$ cat src/rtl/branch_resolver_pkg.sv
// rtl/branch_resolver_pkg.sv - shared core constants: data width, branch funct3 encodings, squash states
package branch_resolver_pkg;

  localparam int XLEN = 32;

  typedef enum logic [2:0] {
    F3_BEQ  = 3'b000,
    F3_BNE  = 3'b001,
    F3_BLT  = 3'b100,
    F3_BGE  = 3'b101,
    F3_BLTU = 3'b110,
    F3_BGEU = 3'b111
  } branch_funct3_e;

  typedef enum logic {
    ST_IDLE   = 1'b0,
    ST_SQUASH = 1'b1
  } squash_state_e;

  function automatic logic [XLEN-1:0] clear_lsb(input logic [XLEN-1:0] v);
    return {v[XLEN-1:1], 1'b0};
  endfunction

endpackage

$ cat src/rtl/branch_compare.sv
// rtl/branch_compare.sv - combinational branch condition evaluator (funct3, rs1, rs2 -> taken)
module branch_compare
  import branch_resolver_pkg::*;
(
  input  logic [2:0]      funct3,
  input  logic [XLEN-1:0] rs1_data,
  input  logic [XLEN-1:0] rs2_data,
  output logic            taken
);

  always_comb begin
    taken = 1'b0;
    case (funct3)
      F3_BEQ:  taken = (rs1_data == rs2_data);
      F3_BNE:  taken = (rs1_data != rs2_data);
      F3_BLT:  taken = ($signed(rs1_data) < $signed(rs2_data));
      F3_BGE:  taken = ($signed(rs1_data) >= $signed(rs2_data));
      F3_BLTU: taken = (rs1_data < rs2_data);
      F3_BGEU: taken = (rs1_data >= rs2_data);
      default: taken = 1'b0;
    endcase
  end

endmodule

$ cat src/rtl/branch_resolver.sv
// rtl/branch_resolver.sv - EX-stage branch resolution, predictor update record, flush and squash; BRANCH_PERF_EN adds perf counters
module branch_resolver
  import branch_resolver_pkg::*;
#(
  parameter int SQUASH_DEPTH = 2
) (
  input  logic            clk,
  input  logic            rst,
  input  logic            stall,
  input  logic            valid,
  input  logic            branch,
  input  logic            predict,
  input  logic            jalr,
  input  logic [2:0]      funct3,
  input  logic [XLEN-1:0] rs1_data,
  input  logic [XLEN-1:0] rs2_data,
  input  logic [XLEN-1:0] pc,
  input  logic [XLEN-1:0] imm,
  input  logic            pred_taken,
  input  logic [XLEN-1:0] pred_pc,
  output logic            old_branch,
  output logic [XLEN-1:0] old_branch_pc,
  output logic [XLEN-1:0] old_predict_pc,
  output logic [XLEN-1:0] old_pc,
  output logic            old_predict,
  output logic            old_actual,
  output logic            flush,
  output logic [31:0]     br_total,
  output logic [31:0]     br_miss
);

  localparam int CW = (SQUASH_DEPTH > 0) ? $clog2(SQUASH_DEPTH + 1) : 1;

  squash_state_e state, state_n;
  logic [CW-1:0] squash_cnt, squash_cnt_n;

  logic            cond_taken;
  logic            taken;
  logic            eligible;
  logic            mispredict;
  logic [XLEN-1:0] target;

  branch_compare u_compare (
    .funct3   (funct3),
    .rs1_data (rs1_data),
    .rs2_data (rs2_data),
    .taken    (cond_taken)
  );

  // Jumps (predict=0) are always taken; only conditional branches consult the comparator.
  always_comb begin
    taken = predict ? cond_taken : 1'b1;
    if (!taken)
      target = pc + XLEN'(4);
    else if (jalr)
      target = clear_lsb(rs1_data + imm);
    else
      target = pc + imm;
  end

  assign eligible   = valid && branch && !stall && (state == ST_IDLE);
  assign mispredict = eligible && (target != pred_pc);

  always_ff @(posedge clk) begin
    if (rst) begin
      state      <= ST_IDLE;
      squash_cnt <= '0;
    end else begin
      state      <= state_n;
      squash_cnt <= squash_cnt_n;
    end
  end

  always_comb begin
    state_n      = state;
    squash_cnt_n = squash_cnt;
    case (state)
      ST_IDLE: begin
        if (mispredict && (SQUASH_DEPTH > 0)) begin
          state_n      = ST_SQUASH;
          squash_cnt_n = CW'(SQUASH_DEPTH);
        end
      end
      ST_SQUASH: begin
        if (!stall) begin
          squash_cnt_n = squash_cnt - CW'(1);
          if (squash_cnt == CW'(1))
            state_n = ST_IDLE;
        end
      end
      default: begin
        state_n      = ST_IDLE;
        squash_cnt_n = '0;
      end
    endcase
  end

  // Data fields keep their last values between records; only the pulse bits clear.
  always_ff @(posedge clk) begin
    if (rst) begin
      old_branch     <= 1'b0;
      flush          <= 1'b0;
      old_branch_pc  <= '0;
      old_predict_pc <= '0;
      old_pc         <= '0;
      old_predict    <= 1'b0;
      old_actual     <= 1'b0;
    end else if (!stall) begin
      if (eligible) begin
        old_branch     <= 1'b1;
        flush          <= mispredict;
        old_branch_pc  <= pc;
        old_predict_pc <= pred_pc;
        old_pc         <= target;
        old_predict    <= pred_taken;
        old_actual     <= taken;
      end else begin
        old_branch <= 1'b0;
        flush      <= 1'b0;
      end
    end
  end

`ifdef BRANCH_PERF_EN
  logic [31:0] br_total_q;
  logic [31:0] br_miss_q;

  always_ff @(posedge clk) begin
    if (rst) begin
      br_total_q <= '0;
      br_miss_q  <= '0;
    end else if (eligible) begin
      br_total_q <= br_total_q + 32'd1;
      if (mispredict)
        br_miss_q <= br_miss_q + 32'd1;
    end
  end

  assign br_total = br_total_q;
  assign br_miss  = br_miss_q;
`else
  assign br_total = '0;
  assign br_miss  = '0;
`endif

endmodule

$ cat config.mk
export PLATFORM = sky130hd
export DESIGN_NAME = branch_resolver
export DESIGN_NICKNAME = d
export VERILOG_FILES = /design/src/rtl/branch_resolver_pkg.sv /design/src/rtl/branch_compare.sv /design/src/rtl/branch_resolver.sv
export SDC_FILE = /design/constraint.sdc
export NUM_CORES = 1
export LEC_CHECK = 0
export BUFFER_PORTS_ARGS = -buffer_cell sky130_fd_sc_hd__buf_2
export CAP_MARGIN = 5
export CORE_MARGIN = 5
export CORE_UTILIZATION = 50
export CTS_CLUSTER_DIAMETER = 100
export CTS_CLUSTER_SIZE = 20
export DETAILED_ROUTE_END_ITERATION = 7
export GPL_ROUTABILITY_DRIVEN = 0
export HOLD_SLACK_MARGIN = 0.06
export PLACE_DENSITY = 0.79
export SLEW_MARGIN = 30
export SYNTH_ARGS = -nofsm -noshare
export SYNTH_HDL_FRONTEND = slang
export SYNTH_SLANG_ARGS = --single-unit
$ cat constraint.sdc
create_clock -name clk -period 6.3 [get_ports clk]
set_input_delay 0 -clock clk [delete_from_list [all_inputs] [get_ports clk]]
set_output_delay 0 -clock clk [all_outputs]
set_load 0.01 [all_outputs]
---- Word level (Yosys, flattened, before mapping) ----
Cells that the tools add are included.
word-level totals
  register bits ........................... 103
  latch bits .............................. 0
  RAM bits ................................ 0
  memory bits (read-only) ................. 0
  bits of input ports ..................... 171
  output and inout port bits .............. 164
  memories kept ........................... 0
operators by class
  add/sub/neg operators ................... 4
  multipliers ............................. 0
  div/mod/pow operators ................... 0
  magnitude comparators ................... 4
  eq/ne operators ......................... 11
  shift-type cells ........................ 0
  multiplexer cells ....................... 13
  bitwise operators ....................... 2
  reduce and logical (&&, ||, !) cells .... 8
operator list
  operator                 count
  $add A32 B32 Y32         2
  $ge A32 B32 Y1           2
  $lt A32 B32 Y1           2
  $mux W32                 2
  $ne A32 B32 Y1           2
  $add A32 B3 Y32 const B  1
  $eq A32 B32 Y1           1
  $eq A3 B3 Y1 const B     4
  $mux W1                  6
  $pmux W1 S6              1
  $logic_and A1 B1 Y1      4
  $mux W2                  2
  $ne A2 B2 Y1 const B     2
  $pmux W2 S2              1
  $reduce_and A2 Y1        2
  $eq A3 B1 Y1 const B     1
  $logic_not A3 Y1         1
  $eq A2 B1 Y1 const B     1
  $not A1 Y1               2
  $pmux W1 S2              1
  $sub A2 B1 Y2 const B    1
  $logic_not A1 Y1         1

---- Longest topological paths before layout ----
Gate-level depths: netlist of the first run.
  word-level depth ........................ 8
  mapped depth ............................ 17
  gate-level depth less buffers ........... 15

---- Hierarchy ----
A second synthesis of the first run with hierarchy kept.
unflattened totals
  cells, all modules ...................... 1,496
  area, all modules ....................... 10,684.0 um2
by module, submodules not included
  module           instances  cells each  area an instance (um2)  seq. area each (um2)
  branch_resolver  1          1,368       9,760.6                 2,062.0
  branch_compare   1          128         923.4                   0.0

---- Worst setup path after synthesis of the first run ----
OpenSTA, ideal clock, no wires.
  kind .................................... input to register
  from .................................... input rs1_data[6]
  to ...................................... register flush
  library setup time ...................... 0.132 ns
  arrival ................................. 3.795 ns
  data required time ...................... 6.168 ns
  path slack .............................. 2.372 ns
  stages .................................. 15
  buffers on the path ..................... 1
  cell sequence ........................... ha_1 > clkbuf_1 > nand4_1 > a21oi_1 > o2111ai_1 > a2111oi_0 > nor2_1 > o31ai_1 > mux2i_1 > a211oi_1 > mux2_2 > or4_1 > a2111o_1 > o21ai_2 > a21oi_1
on the way
  cells in the longest elaborated chain, start to end .. 7
RTL lines
  item                                    RTL line                RTL
  start, declared                         branch_resolver.sv:15   input logic [XLEN-1:0] rs1_data,
  $ge A32 B32 Y1 (tied with other cells)  branch_compare.sv:19    F3_BGEU: taken = (rs1_data >= rs2_data);
  $pmux W1 S6                             branch_compare.sv:13    case (funct3)
  $mux W1                                 branch_resolver.sv:52   taken = predict ? cond_taken : 1'b1;
  $mux W32 (*)                            branch_resolver.sv:53   if (!taken)
  $ne A32 B32 Y1 (*)                      branch_resolver.sv:62   assign mispredict = eligible && (target != pred_pc);
  $logic_and A1 B1 Y1 (*)                 branch_resolver.sv:62
  $mux W1 (*)                             branch_resolver.sv:109  if (eligible) begin
  end signal, assigned                    branch_resolver.sv:111  flush <= mispredict;
  end, declared                           branch_resolver.sv:27   output logic flush,
Every way passes the cells marked *; elsewhere a longest branch is shown, timed or not.
A chain may end at the register's enable or synchronous reset.

---- Worst setup path after layout of the first run ----
  from .................................... input pc[14]
  to ...................................... register state
on the way
  cells in the longest elaborated chain, start to end .. 7
RTL lines
  item                     RTL line               RTL
  start, declared          branch_resolver.sv:17  input logic [XLEN-1:0] pc,
  $add A32 B32 Y32         branch_resolver.sv:58  target = pc + imm;
  $mux W32                 branch_resolver.sv:55  else if (jalr)
  $mux W32 (*)             branch_resolver.sv:53
  $ne A32 B32 Y1 (*)       branch_resolver.sv:62
  $logic_and A1 B1 Y1 (*)  branch_resolver.sv:62
  $mux W1 (*)              branch_resolver.sv:79  if (mispredict && (SQUASH_DEPTH > 0)) begin
  $pmux W1 S2 (*)          branch_resolver.sv:77  case (state)
  end signal, assigned     branch_resolver.sv:69  state <= state_n;
  end, declared            branch_resolver.sv:34  squash_state_e state, state_n;
Marked as above.

==> impl_results.md, run 1 <==
* Cell count after synthesis at approximately 1500
* GRT Total Usage at about 29%
* Share of layout cells above drive strength 1 at between 10% and 20%
* CTS Buffer Depth at 2
* Arr. time, crit path at about 5000 ps
* Hold Crit Class: input port to flip-flop
* Mux cell area share after synthesis at approximately 2.8%
* Crit start category: input port
* Worst-path clk slew at approximately 70 ps
* Crit path time final at around 4700 ps
* Simple-gate area share of the yosys netlist at between 20% and 30%
* Seq cells post-synth at 103
* Reg2Reg Setup Slack at ~4000 ps
* Xor/xnor cell area share of the yosys netlist at between 7 and 8%
* Post-CTS setup buffers at 0
* Cell Area, Synth at about 0.010 mm2
* Vias/cell at 5.82
* Area Overhead vs Synth at 20.8%
* Avg WL per Cell at approximately 18 um
* PwrDens at roughly 170 mW/mm2
* Max-slew headroom at between 30% and 40%
* Row cnt at 52
* Final HPWL DP at about 29 mm
* Most common cell after layout, fill and taps aside: buf_2
* Synth warn at 0
* Post-synthesis sequential area ratio at roughly a fifth
* Drt drc at 0
* Critical R2R Capture: old_pc[29]$_SDFFE_PP0P_
* Synth Area in Compound Gates at between 20% and 30%
* ANT nets after route at 0
* DR vias at 11748
* FF-to-FF path depth at 6
* Post-Syn Area per Cell at between 7 and 8 um2
* Critical R2R Launch: state$_SDFF_PP0_
* Setup CP Type: input port to flip-flop
* Final worst slack at approximately 1600 ps
* First-pass GRT wire length at 56.4 mm
* Synth cell types at 74
* Slew Viols, Final at 0
* IO Port Bufs at 270
* Largest family of logic cells by synthesized area: compound AO/OA/AOI/OAI gates
* Core Area at 0.0204 mm2
* Worst slew pin tran at ~1000 ps
* Post-synth ARST share at 0%
* Critical Path End: state$_SDFF_PP0_
* # IOs at 335
* Number of max-cap violations at 0
* Die Y at 154 um
* Synth Area in Adders at 11.8%
* Critical path launch point: pc[14]
* Total CTS buffers at 9
* Max Fclk at around 210 MHz
* Primary FF master, synth: dfxtp_1
* Fin cells at approximately 2000
* Nets at roughly 2000
* Crit path largest cell delay at approximately 540 ps
* Vias in the first global route at 10846
* CTS tree: yes
* Top cell type's share of synthesized area at 19.8%
* Global route overflow at 0
* # H-tree levels at 3
* Starting Density at between 50% and 60%
* Critical-path top delay cell: dlygate4sd3_1
* # clock sinks at between 100 and 150
* Die area at between 0.02 and 0.025 mm2
* Fin crit share at approximately 75%
* Total chip power at ~2.2 mW
* Clock Root Buffer: clkbuf_16
* Max FO, Critical Path at 5
* # placed instances at 1935
* Post-synth EDFFs at 0
* Initial antenna violation count at 0
* First-pass iteration count of the detailed router at 7
* Top area cells in the synthesized netlist: dfxtp_1 (20%), ha_1 (11%), nand2_1 (9.4%), a21oi_1 (8.5%), xnor2_1 (5.2%)
* Synth area leader: dfxtp_1
* Skew final at between 6 and 7 ps
* Setup TNS at 0 ps
* Antenna cells at 0
* DRT iter0 DRCs at 1047
* RSZ-0062 raised after global routing: false
* Place WS at roughly 1400 ps
* # setup viols final at 0
* DRT Wirelength at 36.7 mm
* Final hold vios at 0
* Most frequent cell on the critical path: a21oi_1
* P_leak at just under 6 nW
* Most frequent cells in the layout: buf_2 (269), nand2_1 (261), a21oi_1 (178)
* Pin count of the biggest net entering global routing at ~110
* Hold-fix buffers, CTS at 66
* Maximum vdd drop at around 0.13 mV
* Status: finished, final reports clean
* Clk_lat worst skew at between 300 and 400 ps
* Chip Width at 154 um
* Setup crit end kind: flip-flop
* # resized after CTS at 0
* Worst EP required at approximately 6500 ps
* Cell Chain, Critical Path: dlygate4sd3_1, buf_2, ha_1, a21oi_1, o2111ai_1, a221oi_1, nand3_1, and3_1, a311oi_1, xnor2_1, a211oi_1, mux2_2, or4_1, a2111o_1, o21ai_2, a21oi_1
## report_power, final
part           internal (mW)  switching (mW)  total, mW
registers              0.677          0.0132      0.690
logic                  0.374           0.578      0.952
clock network          0.273           0.265      0.538
total                   1.32           0.856       2.18
## worst max-delay path: cells and delay by family
| kind | cells | cell delay [ps] |
|---|---|---|
| AOI/OAI and AO/OA | 8 | 2170 |
| and+or+nand+nor | 3 | 1090 |
| muxes | 1 | 380 |
| buffers and inverters | 2 | 720 |
| adders and majority gates | 1 | 370 |
| xor gates and xnor gates | 1 | 130 |
## cell usage after synthesis, drive strengths merged, types with 25 or more instances
cell type	n
buf	77
nor3	25
xnor2	62
nand4	32
dfxtp	103
o21ai	53
nand2	261
ha	95
nor2	92
inv	56
a21o	34
nand3	40
clkbuf	57
xor2	27
a21oi	178
## area by class of cell
cell class | count | area [um2]
fillers | 1869 | 7770
multi-input cells | 1230 | 7640
repair buffers | 342 | 2060
flip-flops and latches | 103 | 2060
well taps | 270 | 338
clock buffers | 9 | 225
inverters | 56 | 210
clock inverters | 7 | 55.1
## through the flow
step / utilization [%] / area, um2 / hold WS [ps]
6_report: 61.9 / 12600 / 134
5_1_grt: 61.9 / 12600 / 174
4_1_cts: 61.9 / 12600 / 125
3_5_place_dp: 57.2 / 11700 / 263
3_3_place_gp: 57.2 / 11700 / 242
2_1_floorplan: - / 10700 / 136
## flip-flops by register name (all words and copies together), names as in the netlist
register / flops
old_branch_pc: 32
squash_cnt: 2
old_pc: 32
flush: 1
old_actual: 1
old_predict_pc: 32
old_predict: 1
old_branch: 1
state: 1
## metal layers
metal	up-vias	global-route usage, %	wire length (um)
met3	80	3.02	3260
met4	0	9.46	1110
li1	5664	-	-
met2	633	47.3	16600
met5	-	0	0
met1	5371	39.2	15800
## kinds of logic after synthesis
family | after synthesis
buffers and inverters | 190
AOI/OAI and AO/OA | 412
DFF | 103
xor gates and xnor gates | 90
adders and majority gates | 97
muxes | 28
and+or+nand+nor | 539
other | 1
## how the worst min path moves through the flow
| stage | startpoint | depth (start not counted) | endpoint | slack, ps |
|---|---|---|---|---|
| finish | imm[31] | 4 | old_pc[31]$_SDFFE_PP0P_ | 130 |
| floorplan | pc[0] | 2 | old_branch_pc[0]$_SDFFE_PP0P_ | 140 |
| global placement | pred_taken | 3 | old_predict$_SDFFE_PP0P_ | 240 |
| CTS | imm[31] | 4 | old_pc[31]$_SDFFE_PP0P_ | 120 |
| global route | imm[31] | 4 | old_pc[31]$_SDFFE_PP0P_ | 170 |
| detailed placement | pred_taken | 3 | old_predict$_SDFFE_PP0P_ | 260 |
Note: power is estimated with default switching activity, not from simulation.
==> run 2: changes to the inputs <==
Clock period 6.3 ns to 4.95 ns, I/O delays scaled along.
==> impl_results.md, run 2 (synthesis results as in run 1) <==
* Status: finished, final reports clean
* Worst-path clk slew at 70 ps (about the same)
* Critical R2R Launch: state$_SDFF_PP0_
* Chip Width at 154 um (unchanged)
* Starting Density at 51.2% (unchanged)
* Met3 Track Usage GR at 4.02% (+1.0 points)
* HP Start: rst
* Hold Path End: old_pc[10]$_SDFFE_PP0P_
* Skew final at 8.62 ps (+1.71 ps)
* Most common cell after layout, fill and taps aside: buf_2
* Area Overhead vs Synth at 22.0%
* Total CTS buffers at 9 (unchanged)
* Global route overflow at 0 (unchanged)
* Die Y at 154 um (unchanged)
* Internal power at 1.89 mW (+43%)
* Met1 Usage GRT at 39.4% (+0.16 points)
* FF-to-FF path depth at 6 (unchanged)
* Seq pwr share at 29.8% (-1.9 points)
* Share of layout cells above drive strength 1 at 18.3% (+0.083 points)
* # H-tree levels at 3 (unchanged)
* Final hold vios at 0 (unchanged)
* Largest regs: old_branch_pc: 32 flops, old_pc: 32 flops, old_predict_pc: 32 flops
* Fin cells at 2021 (+0.20%)
* First-pass GRT wire length at 56.4 mm (about the same)
* Crit path time final at 4780 ps
* Fin crit share at between 90% and 100%
* # clock sinks at 103 (unchanged)
* Setup TNS at 0 ps (unchanged)
* ANT nets after route at 0 (unchanged)
* Clock share of power at 29.0% (+4.3 points)
* Nets at 2014 (+0.20%)
* P_leak at 5.86 nW (+1.0%)
* Drt drc at 0 (unchanged)
* Critical R2R Capture: old_pc[25]$_SDFFE_PP0P_
* Hold Crit Class: input port to flip-flop
* Crit start category: input port
* Comb power frac at 41.2% (-2.5 points)
* First-pass iteration count of the detailed router at 7 (unchanged)
* PwrDens at 232 mW/mm2 (+34%)
* Number of max-cap violations at 0 (unchanged)
* Met2 usage at 46.1% (-1.2 points)
* Reg2Reg Setup Slack at 2650 ps (-1320 ps)
* IO Port Bufs at 270 (unchanged)
* Max Fclk at ~210 MHz
* Avg WL per Cell at 18.1 um (-0.36%)
* Most frequent cells in the layout: buf_2 (269), nand2_1 (261), a21oi_1 (178)
* Setup CP Type: input port to flip-flop
* Vias/cell at 5.87 (+0.72%)
* CTS tree: yes
* Clk_lat worst skew at 340 ps (about the same)
* DR vias at 11856 (+0.92%)
* Worst EP required at 5140 ps (-1360 ps)
* Row cnt at 52 (unchanged)
* Setup crit end kind: flip-flop
* Maximum vdd drop at 0.195 mV (+53%)
* Slew Viols, Final at 0 (unchanged)
* DRT iter0 DRCs at 1037 (-0.96%)
* WHS at 182 ps (+48.1 ps)
* Sw Pwr at 1.06 mW (+24%)
* Worst slew pin tran at 903 ps (-87.5 ps)
* CTS Buffer Depth at 2 (unchanged)
* Final core utilization at 62.5% (+0.62 points)
* GR peak layer: met2
* Final worst slack at 174 ps (-1430 ps)
* # IOs at 335 (unchanged)
* DRT Wirelength at 36.7 mm (-0.16%)
* RSZ-0062 raised after global routing: false
* Core Area at 0.0204 mm2 (unchanged)
* Die area at 0.0238 mm2 (unchanged)
* Clock Root Buffer: clkbuf_16
* Final HPWL DP at 28.7 mm (+0.59%)
* Vias in the first global route at 10885 (+0.36%)
* Arr. time, crit path at 4960 ps (+70 ps)
* Pin count of the biggest net entering global routing at 105 (unchanged)
* GRT Total Usage at 28.6% (-0.052 points)
* Post-CTS setup buffers at 0 (unchanged)
* Max FO, Critical Path at 5 (unchanged)
* # setup viols final at 0 (unchanged)
* Max-slew headroom at 39.8% (+5.8 points)
* # placed instances at 1939 (+0.21%)
* Worst hold path depth at 2 (-2)
* Initial antenna violation count at 0 (unchanged)
* Place WS at 210 ps (-1150 ps)
* Switching share of power at 36.0% (-3.3 points)
run 2: how the worst max path moves through the flow:
stage	startpoint	endpoint	slack (ps)	depth (start not counted)
floorplan	rs1_data[6]	flush$_SDFFE_PP0N_	1020	15
global placement	rs1_data[27]	flush$_SDFFE_PP0N_	370	16
detailed placement	rs1_data[27]	flush$_SDFFE_PP0N_	210	15
CTS	pc[14]	squash_cnt[1]$_SDFFE_PP0P_	280	16
global route	pc[14]	squash_cnt[1]$_SDFFE_PP0P_	2	16
finish	pc[14]	squash_cnt[1]$_SDFFE_PP0P_	170	16
run 2: cell type report:
| class | instances | area [um2] |
|---|---|---|
| Multi-Input combinational cell | 1230 | 7650 |
| Fill cell | 1874 | 7640 |
| Timing Repair Buffer | 346 | 2110 |
| Sequential cell | 103 | 2060 |
| Tap cell | 270 | 338 |
| Clock buffer | 10 | 229 |
| Inverter | 56 | 210 |
| Clock inverter | 5 | 129 |
| Antenna cell | 1 | 2.50 |
run 2: repair_timing:
item / 4_1_cts / 5_1_grt
resized for setup: 0 / 0
hold buffers: 66 / 0
endpoints found under the hold margin: 68 / 0
run 2: power groups by stage:
stage / Clock, mW / Combinational [mW] / Sequential [mW]
2_1_floorplan: 0 / 0.799 / 0.912
3_3_place_gp: 0 / 1.12 / 0.897
3_5_place_dp: 0 / 1.14 / 0.898
4_1_cts: 0.866 / 1.19 / 0.879
5_1_grt: 0.902 / 1.32 / 0.883
6_report: 0.857 / 1.22 / 0.880
run 2: metrics by stage:
stage / total power, mW / instance area (um2)
detailed placement: 2.04 / 11700
finish: 2.95 / 12700
CTS: 2.93 / 12700
global route: 3.10 / 12700
floorplan: 1.71 / 10700
global placement: 2.02 / 11700
run 2: metal layers:
metal / wire (um) / vias to the layer above
li1: - / 5673
met1: 15300 / 5429
met2: 16600 / 662
met3: 3570 / 92
met4: 1190 / 0
met5: 0 / -
run 2: worst max-delay path, stage by stage:
cell and delay [ps]:
dlygate4sd3_1 550, buf_2 180, ha_1 380, a21oi_1 320, o2111ai_1 180, a221oi_1 350, nand3_1 320, and3_1 280
a311oi_1 350, xnor2_1 150, a211oi_1 400, mux2_2 380, or4_1 490, a2111o_1 340, o21ai_2 200, a21oi_1 100
==> run 3: changes to the inputs <==
==> constraint.sdc (replaced) <==
create_clock -name clk -period 4.95 [get_ports clk]
set_input_delay 0.99 -clock clk [delete_from_list [all_inputs] [get_ports clk]]
set_output_delay 0.99 -clock clk [all_outputs]
set_load 0.01 [all_outputs]
==> impl_results.md, run 3 (synthesis results as in run 1) <==
* Status: finished, final reports clean
* DRT iter0 DRCs at 1219 (+18%)
* PwrDens at 227 mW/mm2 (-2.3%)
* Row cnt at 52 (unchanged)
* Starting Density at 51.2% (unchanged)
* Maximum vdd drop at 0.182 mV (-6.7%)
* # clock sinks at 103 (unchanged)
* Clk_lat worst skew at 350 ps (about the same)
* Max Fclk at 206 MHz (-1.7%)
* Worst-path clk slew at 70 ps (about the same)
* Max-slew headroom at 47.0% (+7.2 points)
* # H-tree levels at 3 (unchanged)
* DP Area at 0.0130 mm2 (+11%)
* Most frequent cells in the layout: buf_2 (269), nand2_1 (261), buf_4 (181)
* Sw Pwr at 1.14 mW (+7.3%)
* Setup TNS at 0 ps (unchanged)
* Skew final at 12.0 ps (+3.36 ps)
* DR vias at 12192 (+2.8%)
* # IOs at 335 (unchanged)
* Design area at 0.0135 mm2 (+6.1%)
* Die area at 0.0238 mm2 (unchanged)
* Final hold vios at 0 (unchanged)
* Clock Root Buffer: clkbuf_16
* Pin count of the biggest net entering global routing at 105 (unchanged)
* Fin crit share at 98.2% (+1.7 points)
* Worst slew pin tran at 795 ps (-107 ps)
* # setup viols final at 0 (unchanged)
* Hold Crit Class: flip-flop to flip-flop
* Setup CP Type: input port to flip-flop
* IO Port Bufs at 270 (unchanged)
* Fin cells at 2130 (+5.4%)
* First-pass GRT wire length at 57.3 mm (+1.7%)
* Place WS at -462 ps (-672 ps)
* Chip Width at 154 um (unchanged)
* # placed instances at 2112 (+8.9%)
* Slew Viols, Final at 0 (unchanged)
* Internal power at 1.92 mW (+1.7%)
* Vias in the first global route at 11324 (+4.0%)
* Area Overhead vs Synth at 29.4%
* Most common cell after layout, fill and taps aside: buf_2
* Clock share of power at 25.6% (-3.4 points)
* CTS Buffer Depth at 2 (unchanged)
* Nets at 2122 (+5.4%)
* Drt drc at 0 (unchanged)
* Global route overflow at 0 (unchanged)
* Crit path time final at 4860 ps (+83.7 ps)
* Final core utilization at 66.3% (+3.8 points)
* Share of layout cells above drive strength 1 at 27.8% (+9.5 points)
* Number of max-cap violations at 0 (unchanged)
* DRT Wirelength at 37.6 mm (+2.6%)
* Arr. time, crit path at 5050 ps (+90 ps)
* Worst EP required at 5140 ps (about the same)
* Final worst slack at 90.1 ps (-83.7 ps)
* Final HPWL DP at 30.6 mm (+6.6%)
* Avg WL per Cell at 17.7 um (-2.7%)
* ANT nets after route at 0 (unchanged)
* Vias/cell at 5.72 (-2.4%)
* Initial antenna violation count at 2 (+2)
* Crit start category: input port
* Comb power frac at 45.6% (+4.4 points)
* WHS at 450 ps (+268 ps)
* First-pass iteration count of the detailed router at 6 (-1)
* Switching share of power at 37.2% (+1.2 points)
* GRT Total Usage at 29.1% (+0.49 points)
* Die Y at 154 um (unchanged)
* P_leak at 6.42 nW (+9.5%)
* Setup crit end kind: flip-flop
* Max FO, Critical Path at 4 (-1)
* Seq pwr share at 28.7% (-1.1 points)
* Largest regs: old_branch_pc: 32 flops, old_pc: 32 flops, old_predict_pc: 32 flops
* CTS tree: yes
* Core Area at 0.0204 mm2 (unchanged)
* Total CTS buffers at 9 (unchanged)
* Total chip power at 3.06 mW (+3.7%)
[run 3: final cells by class]
cell class	count	area, um2
antenna	1	2.50
inverter	56	210
tap	270	338
sequential	103	2060
clock inverter	7	103
fill	1849	6870
clock buffer	9	225
multi-input combinational	1230	7800
timing repair buffer	454	2760
[run 3: power by group through the flow]
stage	clock network (mW)	logic, mW	registers [mW]
finish	0.785	1.40	0.879
floorplan	0	0.799	0.912
global placement	0	1.28	0.897
detailed placement	0	1.31	0.898
global route	0.825	1.51	0.884
CTS	0.788	1.33	0.879
[run 3: worst paths after layout]
path,from,endpoint,slack [ps],cells after the start
setup / recovery,rs1_data[17],flush$_SDFFE_PP0N_,90,16
hold / removal,old_predict$_SDFFE_PP0P_,old_predict$_SDFFE_PP0P_,450,2
setup reg to reg,state$_SDFF_PP0_,old_pc[0]$_SDFFE_PP0P_,2760,5
hold reg to reg,old_predict$_SDFFE_PP0P_,old_predict$_SDFFE_PP0P_,450,2
[run 3: critical path: stages]
cell,delay [ps]
buf_2,110
ha_1,290
nand4_1,140
or4_4,560
or3_4,360
o221a_4,280
a211oi_2,300
nor2_4,130
nor2_8,140
mux2_2,370
a2111oi_4,360
buf_4,160
nand4_1,100
or4_4,460
o21ai_4,190
a21oi_1,90
[run 3: repair_timing]
| item | CTS | global route |
|---|---|---|
| pin swaps | 0 | 6 |
| hold buffers | 0 | 0 |
| gates resized for setup | 4 | 30 |
| buffers inserted | 0 | 1 |
| endpoints found under the setup margin | 3 | 4 |
[run 3: layer usage]
| metal | share of wire, % | up-vias | GRT usage [%] | wire length [um] |
|---|---|---|---|---|
| met5 | 0.019 | - | 0 | 7 |
| met4 | 3.1 | 2 | 9.13 | 1160 |
| met3 | 9.3 | 94 | 4.55 | 3490 |
| met2 | 47 | 639 | 48.9 | 17600 |
| met1 | 41 | 5582 | 38.4 | 15400 |
| li1 | - | 5875 | - | - |
